$ cat config.mk
export PLATFORM = sky130hd
export DESIGN_NAME = serial_pattern_tx
export DESIGN_NICKNAME = d
export VERILOG_FILES = /design/src/rtl/serial_pattern_pkg.sv /design/src/rtl/pattern_shift_reg.sv /design/src/rtl/serial_pattern_tx.sv
export SDC_FILE = /design/constraint.sdc
export NUM_CORES = 1
export LEC_CHECK = 0
export ABC_CLOCK_PERIOD_IN_PS = 2500
export CORE_ASPECT_RATIO = 0.6
export CORE_MARGIN = 4
export CORE_UTILIZATION = 45
export CTS_BUF_LIST = sky130_fd_sc_hd__clkbuf_4 sky130_fd_sc_hd__clkbuf_8
export DETAILED_ROUTE_END_ITERATION = 12
export DONT_BUFFER_PORTS = 1
export MAX_ROUTING_LAYER = met4
export PLACE_DENSITY = 0.61
export SYNTH_ARGS = -nofsm -noshare
export SYNTH_HDL_FRONTEND = slang
export SYNTH_SLANG_ARGS = --single-unit
$ cat constraint.sdc
create_clock -name clk -period 2.5 [get_ports clk]
set_input_delay 0.5 -clock clk [delete_from_list [all_inputs] [get_ports clk]]
set_output_delay 0.5 -clock clk [all_outputs]
set_load 0.1 [all_outputs]
$ cat src/rtl/serial_pattern_pkg.sv
// Shared types and defaults for the serial pattern transmitter and its users.
package serial_pattern_pkg;

    localparam int unsigned DEF_PAT_WIDTH = 9;
    localparam int unsigned DEF_LEN_WIDTH = 4;
    localparam int unsigned DEF_CNT_WIDTH = 4;

    // Stimulus that exercises the sequence-detecting Moore machines.
    localparam logic [DEF_PAT_WIDTH-1:0] DETECT_TEST_PATTERN = 9'b001011110;

    typedef enum logic [1:0] {
        ST_IDLE  = 2'd0,
        ST_SHIFT = 2'd1,
        ST_DONE  = 2'd2
    } tx_state_t;

endpackage

$ cat src/rtl/pattern_shift_reg.sv
// Parallel-load, shift-left register presenting its MSB; load beats shift.
module pattern_shift_reg #(
    parameter int unsigned PAT_WIDTH = 9
) (
    input  logic                 clk,
    input  logic                 state_reset,
    input  logic                 load,
    input  logic                 shift,
    input  logic [PAT_WIDTH-1:0] din,
    output logic                 msb
);

    logic [PAT_WIDTH-1:0] r_data;

    always_ff @(posedge clk or negedge state_reset) begin
        if (!state_reset) begin
            r_data <= '0;
        end else if (load) begin
            r_data <= din;
        end else if (shift) begin
            r_data <= {r_data[PAT_WIDTH-2:0], 1'b0};
        end
    end

    assign msb = r_data[PAT_WIDTH-1];

endmodule

$ cat src/rtl/serial_pattern_tx.sv
// Shifts a captured pattern out MSB-first, one bit per clock, for N passes or until abort.
module serial_pattern_tx
    import serial_pattern_pkg::*;
#(
    parameter int unsigned PAT_WIDTH = DEF_PAT_WIDTH,
    parameter int unsigned LEN_WIDTH = DEF_LEN_WIDTH,
    parameter int unsigned CNT_WIDTH = DEF_CNT_WIDTH
) (
    input  logic                 clk,
    input  logic                 state_reset,
    input  logic                 start,
    input  logic [PAT_WIDTH-1:0] pattern,
    input  logic [LEN_WIDTH-1:0] pat_len,
    input  logic [CNT_WIDTH-1:0] reps,
    input  logic                 abort,
    output logic                 r,
    output logic                 r_valid,
    output logic                 busy,
    output logic                 done
);

    localparam logic [LEN_WIDTH-1:0] FULL_LEN = LEN_WIDTH'(PAT_WIDTH);

    tx_state_t              r_state;
    tx_state_t              w_state_nxt;
    logic [PAT_WIDTH-1:0]   r_pattern;
    logic [LEN_WIDTH-1:0]   r_len;
    logic [LEN_WIDTH-1:0]   r_bit_cnt;
    logic [CNT_WIDTH-1:0]   r_pass_cnt;
    logic [LEN_WIDTH-1:0]   w_len_clamp;
    logic [PAT_WIDTH-1:0]   w_load_din;
    logic                   w_pass_end;
    logic                   w_more;
    logic                   w_capture;
    logic                   w_advance;
    logic                   w_load;
    logic                   w_shift;
    logic                   w_msb;

    assign w_len_clamp = ((pat_len == '0) || (pat_len > FULL_LEN)) ? FULL_LEN : pat_len;
    assign w_pass_end  = (r_bit_cnt == (r_len - LEN_WIDTH'(1)));
    // A captured pass count of zero never decrements, so it keeps meaning "continuous".
    assign w_more      = (r_pass_cnt == '0) || (r_pass_cnt > CNT_WIDTH'(1));
    assign w_load_din  = (r_state == ST_IDLE) ? pattern : r_pattern;

    always_ff @(posedge clk or negedge state_reset) begin
        if (!state_reset) begin
            r_state <= ST_IDLE;
        end else begin
            r_state <= w_state_nxt;
        end
    end

    always_comb begin
        w_state_nxt = r_state;
        w_load      = 1'b0;
        w_shift     = 1'b0;
        w_capture   = 1'b0;
        w_advance   = 1'b0;
        case (r_state)
            ST_IDLE: begin
                if (start) begin
                    w_state_nxt = ST_SHIFT;
                    w_load      = 1'b1;
                    w_capture   = 1'b1;
                end
            end
            ST_SHIFT: begin
                if (abort) begin
                    w_state_nxt = ST_IDLE;
                end else begin
                    w_advance = 1'b1;
                    if (!w_pass_end) begin
                        w_shift = 1'b1;
                    end else if (w_more) begin
                        w_load = 1'b1;
                    end else begin
                        w_state_nxt = ST_DONE;
                    end
                end
            end
            ST_DONE: begin
                w_state_nxt = ST_IDLE;
            end
            default: begin
                w_state_nxt = ST_IDLE;
            end
        endcase
    end

    // Captured configuration plus bit and pass counters.
    always_ff @(posedge clk or negedge state_reset) begin
        if (!state_reset) begin
            r_pattern  <= '0;
            r_len      <= '0;
            r_bit_cnt  <= '0;
            r_pass_cnt <= '0;
        end else if (w_capture) begin
            r_pattern  <= pattern;
            r_len      <= w_len_clamp;
            r_bit_cnt  <= '0;
            r_pass_cnt <= reps;
        end else if (w_advance) begin
            if (w_pass_end) begin
                r_bit_cnt <= '0;
                if (r_pass_cnt > CNT_WIDTH'(1)) begin
                    r_pass_cnt <= r_pass_cnt - CNT_WIDTH'(1);
                end
            end else begin
                r_bit_cnt <= r_bit_cnt + LEN_WIDTH'(1);
            end
        end
    end

    pattern_shift_reg #(
        .PAT_WIDTH(PAT_WIDTH)
    ) u_shift_reg (
        .clk        (clk),
        .state_reset(state_reset),
        .load       (w_load),
        .shift      (w_shift),
        .din        (w_load_din),
        .msb        (w_msb)
    );

    assign r_valid = (r_state == ST_SHIFT);
    assign r       = r_valid & w_msb;
    assign busy    = (r_state != ST_IDLE);
    assign done    = (r_state == ST_DONE);

endmodule

Word level (Yosys, flattened, before mapping)
Index checks and enable logic that the tools add are counted.
- register bits: 32
- input bits: 21
- output and inout port bits: 4
- word-level logic and storage cells: 57
- add/subtract/negate cells: 3
- order comparisons: 2
- eq/ne operators: 6
- multiplexer cells: 27
- bitwise logic cells: 1
- reductions and logical operators: 12
- operators by type and width (operator ; count):
    $mux 4 ; 8
    $mux 9 ; 3
    $mux 1 ; 10
    $reduce_bool 2->1 ; 5
    $logic_not 4->1 ; 2
    $mux 2 ; 4
    $sub 4x1->4 const B ; 2
    $reduce_and 3->1 ; 2
    $add 4x1->4 const B ; 1
    $eq 4x4->1 ; 1
    $gt 4x1->1 const B ; 1
    $gt 4x4->1 const B ; 1
    $pmux 2 s2 ; 1
    $ne 3x2->1 const B ; 1
    $ne 3x3->1 const B ; 1
    $eq 2x1->1 const B ; 1
    $eq 2x2->1 const B ; 1
    $logic_not 2->1 ; 1
    $logic_or 1x1->1 ; 2
    $ne 2x2->1 const B ; 1
    $pmux 1 s2 ; 1
    $and 1x1->1 ; 1

Logic depth before layout (Yosys ltp)
- word-level depth: 7
- gate-level depth with buffers: 8
- mapped depth without buffers: 7

Modules after synthesis
From an unflattened synthesis, not the netlist that was laid out.
- cells, all modules: 177
- area, all modules: 1770.4 sq um
- by module, submodules not included (module ; instances ; cells an instance ; area an instance (sq um) ; sequential area each (sq um)):
    serial_pattern_tx ; 1 ; 138 ; 1350.0 ; 575.6
    pattern_shift_reg ; 1 ; 39 ; 420.4 ; 225.2

Least setup slack after synthesis
No wires, ideal clock.
- kind: register to output
- from: reg r_state[0]
- to: out r
- arrival: 2.730 ns
- required time: 2.000 ns
- setup slack: -0.730 ns
- stages on the path, launching flop included: 3
- buffers on the path: 0
- path through: dfrtp_1 -> nor2b_1 -> and2_1
- cells in the longest elaborated chain, start to end: 2
- ends and longest elaborated chain (element ; line ; RTL):
    start, declared ; serial_pattern_tx.sv:24 ; tx_state_t r_state;
    start signal, assigned ; serial_pattern_tx.sv:50 ; r_state <= w_state_nxt;
    $eq 2x1->1 ; serial_pattern_tx.sv:126 ; assign r_valid = (r_state == ST_SHIFT);
    via r_valid ; serial_pattern_tx.sv:17 ; output logic r_valid,
    $and 1x1->1 ; serial_pattern_tx.sv:127 ; assign r = r_valid & w_msb;
    end, declared ; serial_pattern_tx.sv:16 ; output logic r,
The timed path passes the listed nets, and every way through them passes these cells.

Worst setup path after layout
- from: reg r_len[0]
- to: reg u_shift_reg.r_data[3]
- cells in the longest elaborated chain, start to end: 6
- elaborated cells between the ends (all ways): 10
- those cells by class: add/sub: 1; eq/ne: 1; mux: 7; reduce/logical: 1
- ends and longest elaborated chain (element ; line ; RTL):
    start, declared ; serial_pattern_tx.sv:27 ; logic [LEN_WIDTH-1:0] r_len;
    start signal, assigned ; serial_pattern_tx.sv:100 ; r_len <= w_len_clamp;
    $sub 4x1->4 (*) ; serial_pattern_tx.sv:41 ; assign w_pass_end = (r_bit_cnt == (r_len - LEN_WIDTH'(1)));
    $eq 4x4->1 (*) ; serial_pattern_tx.sv:41 ;
    $mux 1 ; serial_pattern_tx.sv:73 ; if (!w_pass_end) begin
    $mux 1 ; serial_pattern_tx.sv:69 ; if (abort) begin
    $pmux 1 s2 / $mux 1 (equally long branches) ; serial_pattern_tx.sv:60 ; case (r_state)
    $mux 9 / $reduce_bool 2->1 (equally long branches) ; n/a ;
    end signal, assigned ; pattern_shift_reg.sv:19 ; r_data <= din;
    end signal, assigned ; pattern_shift_reg.sv:21 ; r_data <= {r_data[PAT_WIDTH-2:0], 1'b0};
    end, declared ; pattern_shift_reg.sv:13 ; logic [PAT_WIDTH-1:0] r_data;
Mark *: on every way between the ends. The rest lies on a longest branch, timed or not.
A chain may end at the register's enable or synchronous reset.

==> impl_metrics.toml <==
[worst_setup_path]
critical_path.reg2reg.endpoint = "u_shift_reg.r_data[3]"
cp_data_required_time_ns = 2.72
reg2reg_depth = 7
critPathKind = "reg2reg"
cp_slowest_cell = "xor3_1"
cpPeakStageDelay_ns = 0.47
cp_max_fo = 6
crit_buf_inv = 1
crit_chain = "inv_1 -> ha_1 -> xor3_1 -> nor3_4 -> a31oi_4 -> nor2_1 -> a221o_1"
critical_path.top_delay_family = "simple AND/OR/NAND/NOR gates"
start_kind = "flop"
ff2ff_setup_slack_ns = 0.17
path_depth = 7
critPathArrivalTime_ns = 2.55
cp-startpoint = "r_len[0]"
end_kind = "flop"
regToRegStartpoint = "r_len[0]"

[power_and_ir_drop]
p_clk_share_pct = 15.8
pwr-share-seq_pct = 34.7
leakage_nw = 0.934
swShare_pct = 44.5
p_switching_mw = 1.22
ir_worst_vdd_uv = 463
p_per_area_nw_per_um2 = 1340
p_int_mw = 1.52
combPwrFrac_pct = 49.5

[place]
dpl.cell_count = 235
dp_slack_ns = -0.0916
portBuffers = 0
placed_area_sq_um = 1920
gp_congestion = 0.872
dp_hpwl_mm = 3.09

[timing]
fmax_mhz = 429
slew-limit-headroom_pct = 63.3
period_share_pct = 93.3
maxSlewViolCount = 0
finalSetupTns_ns = 0
fin_ws_ns = 0.167
fin_skew_ns = 0.00323
setup_viol = 0
worst_pin_slew_ns = 0.547
finalHoldViolCount = 0
rsz0062_at_grt = "false"
fin_crit_ns = 2.33

[die]
io_pins = 25
die-area_sq_um = 5180
die_h_um = 57.4
chipWidth_um = 90.3
row_count = 17
start_util_pct = 48.3
core-area_sq_um = 3790

[cts]
clock-sinks = 32
cts_buffers = 5
clkTransAtPathRegs_ns = 0.07
clk_latency_ns = 0.28
cts_tree = "built"
root_buffer = "clkbuf_8"
clock_path_buffers = 2
htreeDepth = 2

[finish]
drive_gt1_share_pct = 15.8
postLayoutCoreUtil_pct = 54.0
final_cell_area_sq_um = 2040
fin_nets = 221
layout_commonest_cell = "nand2_1"
final_cell_mix = "nand2_1, dfrtp_1, buf_4"
fin_cells = 243
n_antenna_cell = 0
syn2layout_area_growth_pct = 11.8

[run]
drv_cap = 0

[logic_synthesis]
yosysUniqueCellTypes = 45
synth_warnings = 0
ys_seq_elements = 32
netlist_area_sq_um = 1830
synth_fp_nets = 210
async_reset_ff_share_pct = 100
ys_seq_area_share_pct = 43.8
synth-edff-count = 0
syn_inst = 185
avgSynthCellArea_sq_um = 9.89
synth_flop_cell = "dfrtp_1"

[grt]
antenna_found_initial = 0
grt_pass1_vias = 1369
grt_max_degree = 33
grt_pass1_wl_mm = 7.13
grtUsageTotal_pct = 18.2
gr-total-overflow = 0

[detailed_routing]
drt_wl_total_mm = 4.21
vias = 1411
firstDrtPassIters = 4
drt_iter0_drc = 103
routedWlPerCell_um = 17.3
post-route-drc-count = 0
ant_nets = 0
viasPerCell = 5.81

[run_status]
outcome = "complete, no violations"

[hold_path]
hold_path.class = "in2async"
==> Yosys cell counts (2+ instances only) <==
library cell,n,area share (%)
clkbuf_1,3,0.62
inv_1,7,1.4
clkbuf_8,2,1.5
ha_1,4,2.7
mux2i_1,6,3.3
a211oi_1,4,1.6
a221oi_1,4,1.9
xor2_1,4,1.9
o21ai_0,7,1.9
o22ai_1,4,1.4
nor2_1,9,1.8
nand2_1,39,8.0
a221o_1,4,2.2
and2_1,5,1.7
dfrtp_1,32,44
or3_1,2,0.68
nor2b_1,2,0.68
nand3_1,2,0.55
xnor2_1,4,1.9
a31oi_1,2,0.68
buf_2,2,0.55
nand3b_1,8,3.3
a21oi_1,7,1.9
==> layer usage <==
layer / global-route usage [%] / share of wire [%] / vias up
met5: - / 0 / -
met4: 5.88 / 0.74 / 0
met3: 4.61 / 5.4 / 4
met2: 24.1 / 41 / 42
met1: 26.8 / 52 / 685
li1: - / - / 680
==> power groups by stage <==
stage	sequential [mW]	combinational, mW	clock, mW
6_report	0.949	1.35	0.433
5_1_grt	0.983	1.48	0.476
4_1_cts	0.943	1.36	0.446
3_5_place_dp	0.953	1.33	0
3_3_place_gp	0.942	1.28	0
2_1_floorplan	0.887	1.11	0
==> what timing repair did <==
item | 4_1_cts | 5_1_grt
resized for setup | 1 | 0
setup buffers | 0 | 0
hold buffers | 1 | 0
endpoints found under the setup margin | 1 | 0
hold endpoints to repair | 32 | 0
==> sequential cells by signal, summed over array words and instances, names as in the netlist <==
signal and count:
r_pattern 9, r_pass_cnt 4, u_shift_reg.r_data 9, r_bit_cnt 4, r_state 2, r_len 4
==> per-stage QoR <==
| step | hold slack (ns) | power (mW) |
|---|---|---|
| after global placement | 0.205 | 2.22 |
| after global routing | 0.0326 | 2.94 |
| after CTS | 0.0411 | 2.75 |
| after floorplan | 0.204 | 2.00 |
| after detailed placement | 0.205 | 2.28 |
| final | 0.0400 | 2.74 |
==> cell families (layout without fill, tap and decap cells) <==
family | count (synthesis) | after routing | synth area share (%)
AO/OA/AOI/OAI | 38 | 38 | 15.3
buffers and inverters | 15 | 26 | 4.51
AND/OR/NAND/NOR | 79 | 79 | 23.7
multiplexers | 7 | 7 | 3.90
flip-flops | 32 | 32 | 43.8
XOR/XNOR | 10 | 10 | 6.02
adder cells (fa/ha/maj) | 4 | 4 | 2.74
==> worst reg2reg max path, cell delays in order (launching register included) <==
cell	delay (ns)
dfrtp_1	0.42
inv_1	0.09
ha_1	0.21
xor3_1	0.47
nor3_4	0.31
a31oi_4	0.19
nor2_1	0.37
a221o_1	0.23
==> worst max-delay path by stage <==
stage / end
finish: u_shift_reg.r_data[3]
global route: u_shift_reg.r_data[7]
CTS: u_shift_reg.r_data[3]
detailed placement: r_bit_cnt[3]
global placement: r_bit_cnt[3]
floorplan: done
==> cell type report <==
| cell class | count | area [sq um] |
|---|---|---|
| inverter | 7 | 26.3 |
| multi-input combinational | 138 | 960 |
| tap | 47 | 58.8 |
| clock buffer | 7 | 96.3 |
| sequential | 32 | 801 |
| timing repair buffer | 12 | 103 |
| fill | 347 | 1740 |
No activity file was read; power rests on OpenSTA's default activity.
